### config.mk
export PLATFORM = sky130hd
export DESIGN_NAME = bus_transfer_sequencer
export DESIGN_NICKNAME = d
export VERILOG_FILES = /design/src/rtl/bus_transfer_sequencer.sv
export SDC_FILE = /design/constraint.sdc
export NUM_CORES = 1
export LEC_CHECK = 0
export CORE_ASPECT_RATIO = 0.7
export CORE_MARGIN = 5
export CORE_UTILIZATION = 50
export CTS_BUF_LIST = sky130_fd_sc_hd__clkbuf_8
export DETAILED_ROUTE_END_ITERATION = 8
export MAX_ROUTING_LAYER = met4
export PLACE_DENSITY = 0.73
export REMOVE_ABC_BUFFERS = 1
export SYNTH_ARGS = -nofsm -noshare
export SYNTH_HDL_FRONTEND = slang
export SYNTH_SLANG_ARGS = --single-unit
### constraint.sdc
create_clock -name clock -period 2.25 [get_ports clock]
set_input_delay 0.45 -clock clock [delete_from_list [all_inputs] [get_ports clock]]
set_output_delay 0.45 -clock clock [all_outputs]
set_load 0.01 [all_outputs]
### src/rtl/bus_transfer_sequencer.sv
// bus_transfer_sequencer: queues (src,dst) bus transfers and runs each one as DRIVE (select only) then LOAD (one-hot load pulse).
// Latency: a request pushed into an empty FIFO at edge N drives bus_sel from N+1 and pulses dst_load from N+2; sustained rate 1 per 2 cycles.
// Backpressure: req_ready = FIFO not full; hold stretches DRIVE. Define BUS_TRANSFER_STATS_EN to add xfer_count/err_count outputs.
module bus_transfer_sequencer #(
  parameter int         DEPTH     = 4,
  parameter int         NUM_CODES = 24,
  parameter logic [4:0] PARK_SEL  = 5'd31
) (
  input  logic                   clock,
  input  logic                   clear,
  input  logic                   req_valid,
  output logic                   req_ready,
  input  logic [4:0]             req_src,
  input  logic [4:0]             req_dst,
  input  logic                   hold,
  output logic [4:0]             bus_sel,
  output logic [NUM_CODES-1:0]   dst_load,
  output logic                   xfer_done,
  output logic                   busy,
  output logic                   err_code,
  output logic [$clog2(DEPTH):0] fifo_count
`ifdef BUS_TRANSFER_STATS_EN
  ,
  output logic [15:0]            xfer_count,
  output logic [7:0]             err_count
`endif
);

  localparam int          PW       = $clog2(DEPTH);
  localparam logic [PW:0] FULL_CNT = (PW+1)'(DEPTH);
  localparam logic [5:0]  NC       = 6'(NUM_CODES);

  typedef enum logic [1:0] {
    IDLE  = 2'd0,
    DRIVE = 2'd1,
    LOAD  = 2'd2
  } state_t;

  // request FIFO storage and pointers
  logic [9:0]    mem_q [DEPTH];
  logic [PW-1:0] wr_ptr_q, wr_ptr_d;
  logic [PW-1:0] rd_ptr_q, rd_ptr_d;
  logic [PW:0]   count_q, count_d;

  // sequencer state and registered outputs
  state_t               state_q, state_d;
  logic [4:0]           src_q, src_d;
  logic [4:0]           dst_q, dst_d;
  logic [4:0]           bus_sel_q, bus_sel_d;
  logic [NUM_CODES-1:0] dst_load_q, dst_load_d;
  logic                 xfer_done_q, xfer_done_d;
  logic                 err_q, err_d;

  logic       push, pop, empty, head_legal;
  logic [4:0] head_src, head_dst;

  // FIFO status; ready comes from the pre-edge count only
  assign req_ready  = (count_q != FULL_CNT);
  assign push       = req_valid && req_ready;
  assign empty      = (count_q == '0);
  assign head_src   = mem_q[rd_ptr_q][9:5];
  assign head_dst   = mem_q[rd_ptr_q][4:0];
  assign head_legal = ({1'b0, head_src} < NC) && ({1'b0, head_dst} < NC);

  // FIFO pointer and occupancy update; pointers wrap naturally at DEPTH
  always_comb begin
    wr_ptr_d = push ? wr_ptr_q + PW'(1) : wr_ptr_q;
    rd_ptr_d = pop  ? rd_ptr_q + PW'(1) : rd_ptr_q;
    count_d  = count_q;
    if (push && !pop) begin
      count_d = count_q + (PW+1)'(1);
    end else if (!push && pop) begin
      count_d = count_q - (PW+1)'(1);
    end
  end

  // FIFO payload write; contents need no reset since occupancy gates reads
  always_ff @(posedge clock) begin
    if (push) begin
      mem_q[wr_ptr_q] <= {req_src, req_dst};
    end
  end

  // next-state logic: pop in IDLE or LOAD, discard illegal heads, outputs decoded from next state
  always_comb begin
    state_d = state_q;
    src_d   = src_q;
    dst_d   = dst_q;
    err_d   = err_q;
    pop     = 1'b0;
    case (state_q)
      IDLE, LOAD: begin
        state_d = IDLE;
        if (!empty) begin
          pop = 1'b1;
          if (head_legal) begin
            src_d   = head_src;
            dst_d   = head_dst;
            state_d = DRIVE;
          end else begin
            err_d = 1'b1;
          end
        end
      end
      DRIVE: begin
        if (!hold) begin
          state_d = LOAD;
        end
      end
      default: state_d = IDLE;
    endcase

    bus_sel_d   = (state_d == IDLE) ? PARK_SEL : src_d;
    xfer_done_d = (state_d == LOAD);
    dst_load_d  = '0;
    for (int i = 0; i < NUM_CODES; i++) begin
      dst_load_d[i] = (state_d == LOAD) && (dst_d == 5'(i));
    end
  end

  // single state register: FSM, latched transfer, FIFO pointers and registered outputs
  always_ff @(posedge clock) begin
    if (clear) begin
      state_q     <= IDLE;
      src_q       <= '0;
      dst_q       <= '0;
      err_q       <= 1'b0;
      bus_sel_q   <= PARK_SEL;
      dst_load_q  <= '0;
      xfer_done_q <= 1'b0;
      wr_ptr_q    <= '0;
      rd_ptr_q    <= '0;
      count_q     <= '0;
    end else begin
      state_q     <= state_d;
      src_q       <= src_d;
      dst_q       <= dst_d;
      err_q       <= err_d;
      bus_sel_q   <= bus_sel_d;
      dst_load_q  <= dst_load_d;
      xfer_done_q <= xfer_done_d;
      wr_ptr_q    <= wr_ptr_d;
      rd_ptr_q    <= rd_ptr_d;
      count_q     <= count_d;
    end
  end

  assign bus_sel    = bus_sel_q;
  assign dst_load   = dst_load_q;
  assign xfer_done  = xfer_done_q;
  assign err_code   = err_q;
  assign fifo_count = count_q;
  assign busy       = (state_q != IDLE) || !empty;

`ifdef BUS_TRANSFER_STATS_EN
  logic [15:0] xfer_count_q, xfer_count_d;
  logic [7:0]  err_count_q, err_count_d;

  // transfer counter wraps, error counter saturates; both move on the same edge as the event they count
  always_comb begin
    xfer_count_d = xfer_done_d ? xfer_count_q + 16'd1 : xfer_count_q;
    err_count_d  = err_count_q;
    if (pop && !head_legal && (err_count_q != 8'hFF)) begin
      err_count_d = err_count_q + 8'd1;
    end
  end

  // statistics registers
  always_ff @(posedge clock) begin
    if (clear) begin
      xfer_count_q <= '0;
      err_count_q  <= '0;
    end else begin
      xfer_count_q <= xfer_count_d;
      err_count_q  <= err_count_d;
    end
  end

  assign xfer_count = xfer_count_q;
  assign err_count  = err_count_q;
`endif

endmodule

==> impl_metrics.env <==
export IMPL_num_rows=25
export IMPL_r2r_cells=5
export IMPL_ys_dominant_reg_cell="dfxtp_1"
export IMPL_grt_util_all_layers_pct=16.8
export IMPL_worst_slew_pin_slew_ns=0.851
export IMPL_period_share_pct=96.5
export IMPL_post_place_ws_ns=-0.0963
export IMPL_ctsHoldBuffers=0
export IMPL_critPathRequiredTime_ns=1.80
export IMPL_nets=346
export IMPL_gp_congestion=0.775
export IMPL_clock_skew_ns=0.00815
export IMPL_yosysTopAreaCellShare_pct=34.6
export IMPL_grt_pass1_vias=2188
export IMPL_start_kind="flop"
export IMPL_criticalPathCategory="reg2out"
export IMPL_clkSinkCount=92
export IMPL_hp_class="reg2reg"
export IMPL_start_util_pct=51.3
export IMPL_ys_ff_latch=92
export IMPL_grt_overflow=0
export IMPL_cts_tree="done"
export IMPL_vias=2148
export IMPL_clock_latency_ns=0.34
export IMPL_pwr_density_cell_nw_per_um2=1200
export IMPL_die_area_um2=8730
export IMPL_syn2layout_area_growth_pct=29.1
export IMPL_hold_path_depth=2
export IMPL_io_pins=50
export IMPL_synthesis_area_um2=3470
export IMPL_postPlaceCellArea_um2=4220
export IMPL_synthCells=247
export IMPL_worstPathArrival_ns=1.72
export IMPL_critPathMaxFanout=5
export IMPL_worstHoldStart="src_q[3]$_SDFF_PP0_"
export IMPL_timing_rr_end="dst_load[13]$_SDFF_PP0_"
export IMPL_finalHoldViolations=0
export IMPL_fin_area_um2=4480
export IMPL_netlist_cell_type_count=44
export IMPL_drc_errors=0
export IMPL_finalSetupViolCount=0
export IMPL_clkTransAtPathRegs_ns=0.08
export IMPL_mostFrequentLayoutCells="51 x dfxtp_1, 49 x clkdlybuf4s50_1, 40 x edfxtp_1"
export IMPL_final_common_cell="dfxtp_1"
export IMPL_ys_seq_area_share_pct=64.6
export IMPL_drtAntennaViolNets=0
export IMPL_antenna_found_initial=0
export IMPL_synth_largest_area_cell="edfxtp_1"
export IMPL_synth_edff_count=40
export IMPL_antenna_cells=0
export IMPL_maxCapViolations=0
export IMPL_fp_dieH_um=79.7
export IMPL_cts_path_max_buffers=2
export IMPL_synth_avg_cell_area_um2=14.0
export IMPL_first_iter_violations=100
export IMPL_end_kind="primary output"
export IMPL_fmax_mhz=460
export IMPL_grt_max_degree=15
export IMPL_fin_crit_ns=2.17
export IMPL_r2r_slack_ns=0.11
export IMPL_fp_dieW_um=110
export IMPL_report_final_slew_viol_count=0
export IMPL_coreArea_um2=6760
export IMPL_min_to="bus_sel[3]$_SDFF_PP1_"
export IMPL_nFillCells=523
export IMPL_detail_route_wl_per_cell_um=15.5
export IMPL_drive_above_1_share_pct=22.7
export IMPL_status="finished clean"
export IMPL_setup_tns_final_ns=0
export IMPL_htree_levels=3
export IMPL_ir_drop_mv=0.756
export IMPL_wl_um=6610
export IMPL_firstDrtPassIters=4
export IMPL_synthTopCellsByArea="edfxtp_1 35%, dfxtp_1 30%, mux4_1 5.3%, nor3_1 2.7%, nor2_1 2.4%"
export IMPL_leakage_nw=1.65
export IMPL_numCtsBuffers=9
export IMPL_dp_hpwl_um=4840
export IMPL_async_flop_share_pct=0
export IMPL_root_buffer="clkbuf_8"
export IMPL_slew_headroom_pct=42.8
export IMPL_io_buffers=49
export IMPL_viasPerCell=5.05
export IMPL_worst_slack_ns=0.0779
export IMPL_synth_warnings=0
export IMPL_grt_pass1_wl_um=10700
[critical path, cell delays in order (launching register included)]
cell             delay (ns)
dfxtp_1                0.36
nor3_1                 0.25
buf_4                  0.22
nand2_1                0.07
clkdlybuf4s50_1        0.48
[Yosys cell counts, types with 5 or more instances]
library cell,n
a21oi_1,9
nor2_1,22
nor3_1,19
dfxtp_1,52
clkbuf_1,5
ha_1,5
nor2b_1,6
edfxtp_1,40
mux4_1,7
nand2_1,13
[metal layers]
layer	vias up	share of wire, %	routed length, um	GRT usage, %
li1	1054	-	-	-
met1	1034	46	3020	21.6
met2	56	48	3190	26.3
met3	4	5.0	332	4.77
met4	0	0.94	62	4.86
met5	-	0	0	-
[sequential cells by signal, summed over array words and instances (netlist names), 3 cells and up, named ones only]
name	count
dst_load	24
bus_sel	5
mem_q	40
dst_q	5
src_q	5
fifo_count	3
[power by group]
group	total [mW]	internal (mW)	switching (mW)
clock	0.957	0.447	0.510
combinational	2.25	1.05	1.20
sequential	2.16	2.00	0.154
[final cells by class]
type                            count  area (um2)  share of cell area (%)
Clock inverter                      5        21.3                   0.475
Inverter                            4        15.0                   0.335
Clock buffer                       11         151                    3.38
Tap cell                           94         118                    2.63
Multi-Input combinational cell    143        1230                    27.5
Sequential cell                    92        2250                    50.2
Timing Repair Buffer               76         693                    15.5
[repair_timing]
item                                    CTS  global route
pin swaps                                 0             2
endpoints found under the setup margin   23            25
hold endpoints to repair                  0             0
gates resized for setup                   5            15
buffers inserted                          0             1
[through the flow]
step           utilization (%)  power [mW]  hold slack [ns]  cells
3_5_place_dp              62.4        4.26            0.471    408
4_1_cts                   65.2        5.26            0.476    424
2_1_floorplan                -        3.48            0.435    239
3_3_place_gp              62.4        4.21            0.461    408
5_1_grt                   66.3        5.69            0.512    425
6_report                  66.3        5.36            0.482    425
[kinds of logic after synthesis]
kind of cell | Yosys count | synth area share [%]
AO/OA/AOI/OAI | 22 | 4.69
XOR/XNOR | 5 | 1.26
adder cells (fa/ha/maj) | 6 | 2.38
buffers and inverters | 12 | 1.95
flip-flops | 92 | 64.6
multiplexers | 18 | 10.2
AND/OR/NAND/NOR | 92 | 14.8
[how the worst max path moves through the flow]
stage,start,cells after the start,slack [ns],to
6_report,fifo_count[2]$_SDFFE_PP0P_,4,0.08,busy
5_1_grt,flop,5,-0.005,dst_load[8]$_SDFF_PP0_
4_1_cts,flop,6,0.01,dst_load[5]$_SDFF_PP0_
3_5_place_dp,flop,5,-0.1,dst_load[15]$_SDFF_PP0_
3_3_place_gp,req_valid,8,-0.03,fifo_count[2]$_SDFFE_PP0P_
2_1_floorplan,flop,5,-0.21,bus_sel[1]$_SDFF_PP1_
(Power assumes the default switching activity.)
